==> config.mk <==
export PLATFORM = sky130hd
export DESIGN_NAME = uart_tx_arbiter_flat
export DESIGN_NICKNAME = d
export VERILOG_FILES = /design/src/rtl/uart_tx_arbiter_pkg.sv /design/src/rtl/uart_tx_arbiter_if.sv /design/src/rtl/uart_tx_arbiter_rr_pick.sv /design/src/rtl/uart_tx_arbiter.sv /design/src/flat_wrapper.sv
export SDC_FILE = /design/constraint.sdc
export NUM_CORES = 1
export LEC_CHECK = 0
export BUFFER_PORTS_ARGS = -buffer_cell sky130_fd_sc_hd__buf_4
export CORE_MARGIN = 2
export CORE_UTILIZATION = 47
export DETAILED_ROUTE_END_ITERATION = 16
export GPL_ROUTABILITY_DRIVEN = 1
export MAX_ROUTING_LAYER = met4
export PLACE_DENSITY = 0.71
export SLEW_MARGIN = 20
export SYNTH_ARGS = -nofsm -noshare
export SYNTH_HDL_FRONTEND = slang
export SYNTH_HIERARCHICAL = 1
export SYNTH_SLANG_ARGS = --single-unit
==> constraint.sdc <==
create_clock -name clk -period 4.4 [get_ports clk]
set_clock_uncertainty 0.2 [all_clocks]
set_input_delay 0.22 -clock clk [delete_from_list [all_inputs] [get_ports clk]]
set_output_delay 0.22 -clock clk [all_outputs]
set_load 0.01 [all_outputs]
==> src/rtl/uart_tx_arbiter_pkg.sv <==
// uart_arb_pkg: shared types and helpers for the UART transmit arbiter.
//   arb_state_t     : FSM state encoding (IDLE, START, WAIT_DONE)
//   DEFAULT_TIMEOUT : default watchdog limit in clk cycles
//   idx_width()     : width of a requester index (minimum 1 bit)
//   wd_width()      : width of the watchdog counter for a given limit
package uart_arb_pkg;

  typedef enum logic [1:0] {
    IDLE      = 2'd0,
    START     = 2'd1,
    WAIT_DONE = 2'd2
  } arb_state_t;

  localparam int DEFAULT_TIMEOUT = 200000;

  function automatic int idx_width(input int n);
    return (n > 1) ? $clog2(n) : 1;
  endfunction

  // The watchdog counts 0 .. cycles-1, so clog2(cycles) bits suffice.
  function automatic int wd_width(input int cycles);
    return (cycles > 1) ? $clog2(cycles) : 1;
  endfunction

endpackage

==> src/rtl/uart_tx_arbiter_if.sv <==
// uart_tx_arbiter_if: bundles the requester-side and uart_tx-side signals
// of the arbiter.
//   req_valid/req_data  : requester byte offers (requester i at [i*DATA_W +: DATA_W])
//   req_ready/req_done  : one-hot 1-cycle accept / finish pulses
//   start_trigger/tx_data, tx_busy/tx_done : uart_tx side
//   grant_id, arb_busy, timeout_err, state  : status and debug
// Handshake: a requester raises req_valid with req_data and holds both
// until it sees its req_ready bit for one cycle; at that edge the byte is
// latched and req_valid may drop. Dropping req_valid before req_ready
// withdraws the offer. req_done later marks the byte as sent or aborted.
// modport master = arbiter, modport slave = requesters plus uart_tx.
interface uart_tx_arbiter_if import uart_arb_pkg::*; #(
  parameter int NUM_REQ = 2,
  parameter int DATA_W  = 8
);
  localparam int IDX_W = idx_width(NUM_REQ);

  logic [NUM_REQ-1:0]        req_valid;
  logic [NUM_REQ*DATA_W-1:0] req_data;
  logic [NUM_REQ-1:0]        req_ready;
  logic [NUM_REQ-1:0]        req_done;
  logic                      start_trigger;
  logic [DATA_W-1:0]         tx_data;
  logic                      tx_busy;
  logic                      tx_done;
  logic [IDX_W-1:0]          grant_id;
  logic                      arb_busy;
  logic                      timeout_err;
  arb_state_t                state;

  modport master (
    input  req_valid, req_data, tx_busy, tx_done,
    output req_ready, req_done, start_trigger, tx_data,
           grant_id, arb_busy, timeout_err, state
  );

  modport slave (
    output req_valid, req_data, tx_busy, tx_done,
    input  req_ready, req_done, start_trigger, tx_data,
           grant_id, arb_busy, timeout_err, state
  );

endinterface

==> src/rtl/uart_tx_arbiter_rr_pick.sv <==
// rr_pick: combinational round-robin priority pick.
//   req       : request vector
//   ptr       : index with highest priority this round
//   grant     : one-hot winner (all zero when no request)
//   idx       : winner index
//   any_valid : at least one request present
module rr_pick import uart_arb_pkg::*; #(
  parameter int NUM_REQ = 2,
  localparam int IDX_W  = idx_width(NUM_REQ)
) (
  input  logic [NUM_REQ-1:0] req,
  input  logic [IDX_W-1:0]   ptr,
  output logic [NUM_REQ-1:0] grant,
  output logic [IDX_W-1:0]   idx,
  output logic               any_valid
);

  logic [NUM_REQ-1:0] rot;
  logic [IDX_W-1:0]   offset;
  logic [IDX_W:0]     sum;

  // Rotate so that bit 0 is the requester at ptr; the lowest set bit of
  // rot is then the distance from ptr to the winner.
  assign rot       = NUM_REQ'({req, req} >> ptr);
  assign any_valid = |req;

  always_comb begin
    offset = '0;
    for (int i = NUM_REQ - 1; i >= 0; i--) begin
      if (rot[i]) offset = IDX_W'(i);
    end
    sum = {1'b0, ptr} + {1'b0, offset};
    if (sum >= (IDX_W+1)'(NUM_REQ)) sum = sum - (IDX_W+1)'(NUM_REQ);
    idx   = sum[IDX_W-1:0];
    grant = any_valid ? (NUM_REQ'(1) << idx) : '0;
  end

endmodule

==> src/rtl/uart_tx_arbiter.sv <==
// uart_tx_arbiter: shares one uart_tx among NUM_REQ byte requesters with
// round-robin grants, one byte per grant, guarded by a watchdog.
//   clk, rst : system clock, asynchronous active-high reset
//   bus      : uart_tx_arbiter_if.master (requester handshake, uart_tx
//              drive/feedback, grant_id, arb_busy, timeout_err, state)
module uart_tx_arbiter import uart_arb_pkg::*; #(
  parameter int NUM_REQ        = 2,
  parameter int DATA_W         = 8,
  parameter int TIMEOUT_CYCLES = DEFAULT_TIMEOUT
) (
  input logic                clk,
  input logic                rst,
  uart_tx_arbiter_if.master  bus
);

  localparam int IDX_W = idx_width(NUM_REQ);
  localparam int WD_W  = wd_width(TIMEOUT_CYCLES);

  arb_state_t         state_q, state_d;
  logic [IDX_W-1:0]   ptr_q, ptr_d;
  logic [WD_W-1:0]    wd_q, wd_d;
  logic [NUM_REQ-1:0] ready_q, ready_d;
  logic [NUM_REQ-1:0] done_q, done_d;
  logic               start_q, start_d;
  logic [DATA_W-1:0]  data_q, data_d;
  logic [IDX_W-1:0]   grant_q, grant_d;
  logic               terr_q, terr_d;

  logic [NUM_REQ-1:0] pick_grant;
  logic [IDX_W-1:0]   pick_idx;
  logic               pick_any;
  logic [DATA_W-1:0]  pick_byte;
  logic [IDX_W-1:0]   ptr_adv;

  rr_pick #(.NUM_REQ(NUM_REQ)) u_pick (
    .req       (bus.req_valid),
    .ptr       (ptr_q),
    .grant     (pick_grant),
    .idx       (pick_idx),
    .any_valid (pick_any)
  );

  always_comb begin
    pick_byte = '0;
    for (int i = 0; i < NUM_REQ; i++) begin
      if (pick_idx == IDX_W'(i)) pick_byte = bus.req_data[i*DATA_W +: DATA_W];
    end
  end

  // Next round starts just after the requester that was last served.
  assign ptr_adv = (grant_q == IDX_W'(NUM_REQ - 1)) ? '0 : grant_q + IDX_W'(1);

  always_comb begin
    state_d = state_q;
    ptr_d   = ptr_q;
    wd_d    = wd_q;
    ready_d = '0;
    done_d  = '0;
    start_d = 1'b0;
    data_d  = data_q;
    grant_d = grant_q;
    terr_d  = terr_q;
    case (state_q)
      IDLE: begin
        if (pick_any && !bus.tx_busy) begin
          data_d  = pick_byte;
          grant_d = pick_idx;
          ready_d = pick_grant;
          state_d = START;
        end
      end
      START: begin
        start_d = 1'b1;
        wd_d    = '0;
        state_d = WAIT_DONE;
      end
      WAIT_DONE: begin
        // tx_done is checked first so it wins over a coincident timeout.
        if (bus.tx_done) begin
          done_d  = NUM_REQ'(1) << grant_q;
          ptr_d   = ptr_adv;
          state_d = IDLE;
        end else if (wd_q == WD_W'(TIMEOUT_CYCLES - 1)) begin
          terr_d  = 1'b1;
          done_d  = NUM_REQ'(1) << grant_q;
          ptr_d   = ptr_adv;
          state_d = IDLE;
        end else begin
          wd_d = wd_q + WD_W'(1);
        end
      end
      default: state_d = IDLE;
    endcase
  end

  always_ff @(posedge clk or posedge rst) begin
    if (rst) begin
      state_q <= IDLE;
      ptr_q   <= '0;
      wd_q    <= '0;
      ready_q <= '0;
      done_q  <= '0;
      start_q <= 1'b0;
      data_q  <= '0;
      grant_q <= '0;
      terr_q  <= 1'b0;
    end else begin
      state_q <= state_d;
      ptr_q   <= ptr_d;
      wd_q    <= wd_d;
      ready_q <= ready_d;
      done_q  <= done_d;
      start_q <= start_d;
      data_q  <= data_d;
      grant_q <= grant_d;
      terr_q  <= terr_d;
    end
  end

  assign bus.req_ready     = ready_q;
  assign bus.req_done      = done_q;
  assign bus.start_trigger = start_q;
  assign bus.tx_data       = data_q;
  assign bus.grant_id      = grant_q;
  assign bus.arb_busy      = (state_q != IDLE);
  assign bus.timeout_err   = terr_q;
  assign bus.state         = state_q;

endmodule

==> src/flat_wrapper.sv <==
// flat-port wrapper written by rule: the top's interface ports become plain ports
module uart_tx_arbiter_flat import uart_arb_pkg::*;
#(
  parameter int NUM_REQ        = 2,
  parameter int DATA_W         = 8,
  parameter int TIMEOUT_CYCLES = DEFAULT_TIMEOUT
)
  (clk, rst, bus_req_valid, bus_req_data, bus_tx_busy, bus_tx_done, bus_req_ready, bus_req_done, bus_start_trigger, bus_tx_data, bus_grant_id, bus_arb_busy, bus_timeout_err, bus_state);
  uart_tx_arbiter_if #(.NUM_REQ(NUM_REQ), .DATA_W(DATA_W)) bus_i ();
  input logic clk;
  input logic rst;
  input wire logic [$bits(bus_i.req_valid)-1:0] bus_req_valid;
  input wire logic [$bits(bus_i.req_data)-1:0] bus_req_data;
  input wire logic [$bits(bus_i.tx_busy)-1:0] bus_tx_busy;
  input wire logic [$bits(bus_i.tx_done)-1:0] bus_tx_done;
  output wire logic [$bits(bus_i.req_ready)-1:0] bus_req_ready;
  output wire logic [$bits(bus_i.req_done)-1:0] bus_req_done;
  output wire logic [$bits(bus_i.start_trigger)-1:0] bus_start_trigger;
  output wire logic [$bits(bus_i.tx_data)-1:0] bus_tx_data;
  output wire logic [$bits(bus_i.grant_id)-1:0] bus_grant_id;
  output wire logic [$bits(bus_i.arb_busy)-1:0] bus_arb_busy;
  output wire logic [$bits(bus_i.timeout_err)-1:0] bus_timeout_err;
  output wire logic [$bits(bus_i.state)-1:0] bus_state;
  assign bus_i.req_valid = bus_req_valid;
  assign bus_i.req_data = bus_req_data;
  assign bus_i.tx_busy = bus_tx_busy;
  assign bus_i.tx_done = bus_tx_done;
  assign bus_req_ready = bus_i.req_ready;
  assign bus_req_done = bus_i.req_done;
  assign bus_start_trigger = bus_i.start_trigger;
  assign bus_tx_data = bus_i.tx_data;
  assign bus_grant_id = bus_i.grant_id;
  assign bus_arb_busy = bus_i.arb_busy;
  assign bus_timeout_err = bus_i.timeout_err;
  assign bus_state = bus_i.state;
  uart_tx_arbiter #(.NUM_REQ(NUM_REQ), .DATA_W(DATA_W), .TIMEOUT_CYCLES(TIMEOUT_CYCLES)) u_core (.clk(clk), .rst(rst), .bus(bus_i));
endmodule
### Word level (Yosys, flattened, before mapping)

Cells that the tools add are included.

| operators by class | value |
|---|---|
| add/subtract/negate cells | 4 |
| magnitude comparators | 1 |
| equal/unequal tests | 7 |
| shifts and indexed selects | 3 |
| mux-type cells | 21 |
| bitwise operators | 1 |
| reduce and logical (&&, ||, !) cells | 12 |

Operators with widths:

| kind | count |
|---|---|
| 18-bit two-way mux | 2 |
| 18-bit one-hot mux with 2 select lines | 1 |
| 18-bit by 1-bit adder with 18-bit output, second input constant | 1 |
| 18-bit equality test, second input constant | 1 |
| 2-bit two-way mux | 9 |
| 8-bit two-way mux | 1 |
| 1-bit two-way mux | 7 |
| 2-bit one-hot mux with 3 select lines | 1 |
| 2-bit AND reduction | 3 |
| 3-bit AND reduction | 2 |
| 2-bit nonzero test | 3 |
| 2-bit inequality test, second input constant | 2 |
| 1-bit by 1-bit << shifter with 2-bit output, first input constant | 2 |
| 4-bit by 1-bit >> shifter with 2-bit output | 1 |
| 3-bit by 2-bit inequality test with 1-bit output, second input constant | 1 |
| 1-bit by 1-bit adder with 2-bit output | 1 |
| 2-bit by 1-bit equality test with 1-bit output, second input constant | 1 |
| 2-bit equality test, second input constant | 1 |
| 2-bit greater-or-equal comparator, second input constant | 1 |
| 2-bit logical NOT | 1 |
| 2-bit by 1-bit inequality test with 1-bit output, second input constant | 1 |
| 2-bit OR reduction | 1 |
| 1-bit adder, second input constant | 1 |
| 1-bit logical AND | 1 |
| 3 further kinds | 3 |

| word-level totals | value |
|---|---|
| bits in registers | 36 |
| input bits | 22 |
| output and inout bits | 18 |
| logic and storage cells | 58 |

### Longest topological paths before layout

| depth | value |
|---|---|
| depth in word-level cells | 10 |
| mapped depth | 6 |
| depth with buffers taken out | 6 |

### Modules after synthesis

Netlist, hierarchy kept.

By module, submodules not included:

| module | instances | cells each | area each (µm²) |
|---|---|---|---|
| uart_tx_arbiter | 1 | 165 | 1704.1 |
| rr_pick | 1 | 6 | 36.3 |

### Least setup slack after synthesis

Ideal clock, no wire load.

| timing | value |
|---|---|
| path type | register to register |
| start | register u_core.wd_q[0] |
| end | register u_core.wd_q[14] |
| setup time | 120 ps |
| arrival | 1554 ps |
| required time | 4080 ps |
| slack | 2526 ps |
| stages on the path, launching flop included | 6 |
| path buffers | 0 |
| period minus slack after synthesis | 1874 ps |
| cell sequence | dfrtp_1 > ha_1 > and4_2 > nand4_1 > or3_2 > a31o_2 |

| on the way | value |
|---|---|
| word-level cells in the longest chain between the ends | 4 |
| elaborated cells on any way between the ends | 7 |
| those cells by class | 1 x add/sub; 2 x eq/ne; 3 x mux; 1 x reduce/logical |

RTL lines:

| what | RTL line | source |
|---|---|---|
| start, declared | uart_tx_arbiter.sv:21 | `logic [WD_W-1:0] wd_q, wd_d;` |
| start signal, assigned | uart_tx_arbiter.sv:110 | `wd_q <= wd_d;` |
| 18-bit by 1-bit adder with 18-bit output | uart_tx_arbiter.sv:89 | `wd_d = wd_q + WD_W'(1);` |
| 18-bit two-way mux | uart_tx_arbiter.sv:83 | `end else if (wd_q == WD_W'(TIMEOUT_CYCLES - 1)) begin` |
| 18-bit two-way mux | uart_tx_arbiter.sv:79 | `if (bus.tx_done) begin` |
| 18-bit one-hot mux with 2 select lines | uart_tx_arbiter.sv:63 | `case (state_q)` |

Several ways; a longest one is shown, not always the timed one. The select of a mux whose other input is x is not followed.
A chain may end at the register's enable or synchronous reset.

### Worst setup path after layout

| timing | value |
|---|---|
| start | register u_core.wd_q[9] |
| end | register u_core.wd_q[3] |

| on the way | value |
|---|---|
| word-level cells in the longest chain between the ends | 3 |

RTL lines:

| what | RTL line |
|---|---|
| 18-bit equality test | uart_tx_arbiter.sv:83 |
| 2-bit inequality test (no line) | - |
| 3-bit AND reduction (no line) | - |

No other way between the ends.

==> reports/qor.csv <==
metric;value;unit
clkSlewWorstSetupHoldPaths;0.07;ns
synth_top_family_by_area;simple AND/OR/NAND/NOR gates;
grt_first_pass_wirelength;6670;um
ys_seq_area_share;51.8;%
drtAntennaViolNets;0;
die_height;64.9;um
min_from;bus_req_data[6];
grt_pass1_vias;1494;
drt-wirelength-per-cell;14.6;um
ys_ff_latch;36;
h-tree-depth;2;
tns;0;ns
muxShareOfSynthArea;8.12;%
p_leak;1.09;nW
drc;0;
area_delta_synth_final;26.0;%
synth_ff_type;dfrtp_1;
grt_max_degree;37;
fmax;432;MHz
grt_overflow;0;
cp-start-kind;flop;
syn-cell-area;0.00174;mm^2
ff2ff_setup_slack;2.08;ns
pin_count;40;
crit_required;4.37;ns
netlist_instances;171;
syn_area_per_cell;10.2;um^2
synth_compound_area_share;13.7;%
synthesis.nets;194;
cp-end-kind;flop;
ys_async_sr_fraction;100;%
place_congestion;0.843;
finalHoldViolCount;0;
cp-startpoint;u_core/wd_q[9];
start_util;48.3;%
finalSetupViolations;0;
hpwl;2800;um
synth-simple-area-share;22.4;%
slew_viol_final;0;
antenna_found_initial;0;
avgViaCountPerCell;5.46;
drt_wl_total;3850;um
clk_latency;0.28;ns
slew_headroom;38.3;%
status;completed;
cp_num_buf_inv;0;
fin_crit;2.32;ns
diodes;0;
hold_ws;0.0403;ns
cts_max_path_buffers;2;
timing.rr.end;u_core/wd_q[3];
critical-path-top-delay-family;compound AO/OA/AOI/OAI gates;
yosysUniqueCellTypes;40;
row_count;22;
crit_chain;nor4bb_1, nand4_1, o21ai_1, o211ai_1, o31ai_1;
dpl_worst_slack;2.14;ns
worst_slack;2.08;ns
cts_made_buffers;5;
fp.coreArea;0.00361;mm^2
nNetsFinal;237;
fp.dieArea;0.00421;mm^2
fp.dieW;64.9;um
tightest_slew;0.922;ns
cts-root-buf;clkbuf_8;
cts_sinks;36;
min_to;u_core/bus.tx_data[6];
mostFrequentLayoutCells;buf_4 (40), dfrtp_1 (36), nand2_1 (16);
crit_type;reg2reg;
max_stage_delay;0.69;ns
layout_commonest_cell;buf_4;
synth-xor-area-share;0;%
cts_tree;yes;
synth-edff-count;0;
fin_crit_sh;52.6;%
grt_setup_unrepaired;false;
io_buffers;39;
grt_usage;21.1;%
drt_iter0_markers;93;
min_path_type;in2reg;
synth_adder_area_share;0.719;%
ys.warnings.count;6;
r2r_start;u_core/wd_q[9];
cp_max_fo;14;
hold_path_depth;3;
first_pass_iters;4;
ir_worst_vdd;0.000300;V
max_cap_viol_count;0;
route.vias.total;1437;
cp.arrival;2.29;ns
worst_r2r_path_depth;5;
power.density;432;mW/mm^2
drive_gt1_share;27.0;%
worst_path_max_delay_cell;o21ai_1;
-- timing repair --
item / in CTS / in global routing
hold buffers: 1 / 1
endpoints found under the hold margin: 36 / 1
buffers inserted: 0 / 0
resized for setup: 0 / 0
-- sequential cells by signal (all words and copies together), names as in the netlist --
register / cells
u_core/bus.grant_id: 1
u_core/bus.req_done: 2
u_core/bus.req_ready: 2
u_core/bus.start_trigger: 1
u_core/bus.state: 2
u_core/bus.timeout_err: 1
u_core/bus.tx_data: 8
u_core/ptr_q: 1
u_core/wd_q: 18
-- tightest hold or removal path, delay by kind of cell --
family                 cells  cell delay, ns
multiplexers               1            0.05
AO/OA/AOI/OAI              1            0.13
buffers and inverters      1            0.07
-- power by group --
group	internal, mW	total (mW)	leakage, nW	switching, mW
combinational	0.132	0.276	0.566	0.143
clock	0.125	0.236	0.0510	0.111
sequential	0.392	0.437	0.469	0.0450
-- cell usage after synthesis, types with 2 or more instances --
cell	instances	area, um^2
inv_1	7	26.3
clkbuf_1	3	11.3
nor3b_1	2	15.0
and4_1	2	17.5
o211ai_1	5	37.5
a21oi_1	10	50.1
nand4_1	6	37.5
nand2_1	16	60.1
mux2i_1	13	130
nand3_1	12	60.1
o21ai_0	8	40.0
or4_1	2	15.0
and2_1	4	25.0
o31ai_1	5	37.5
nor2_1	13	48.8
and3_1	3	18.8
dfrtp_1	36	901
a31o_2	2	17.5
-- stage by stage --
step	total power, mW	std cells	utilization (%)	instance area, um^2
after floorplan	0.588	171	-	1740
after global placement	0.707	253	57.5	2070
after detailed placement	0.717	253	57.5	2070
after CTS	0.955	262	60.4	2180
after global routing	1.02	263	60.8	2190
final	0.948	263	60.8	2190
-- how the worst max path moves through the flow --
stage	end	slack, ns	cells after the start
finish	u_core/wd_q[3]	2.08	5
global route	u_core/wd_q[3]	1.83	5
CTS	u_core/wd_q[3]	2.12	5
detailed placement	u_core/wd_q[13]	2.14	5
global placement	u_core/wd_q[13]	2.22	5
floorplan	u_core/wd_q[14]	2.53	5
-- final cells by class --
class / count / area [um^2]
multi-input cells: 122 / 793
repair buffers: 42 / 320
fillers: 297 / 1410
flip-flops and latches: 36 / 901
clock inverters: 2 / 10.0
well taps: 48 / 60.1
inverters: 7 / 26.3
clock buffers: 6 / 82.6
-- cell families after synthesis --
| group | count (synthesis) |
|---|---|
| flops | 36 |
| compound gates | 37 |
| fa+ha+maj | 1 |
| buf+inv | 13 |
| simple gates | 70 |
| mux | 14 |
-- routing by layer --
layer / vias up / track usage (%) / routed length (um)
li1: 711 / - / -
met1: 690 / 25.7 / 1650
met2: 34 / 35.7 / 2020
met3: 2 / 4.17 / 156
met4: 0 / 6.12 / 18
met5: - / - / 0
No activity file was read; power rests on OpenSTA's default activity.
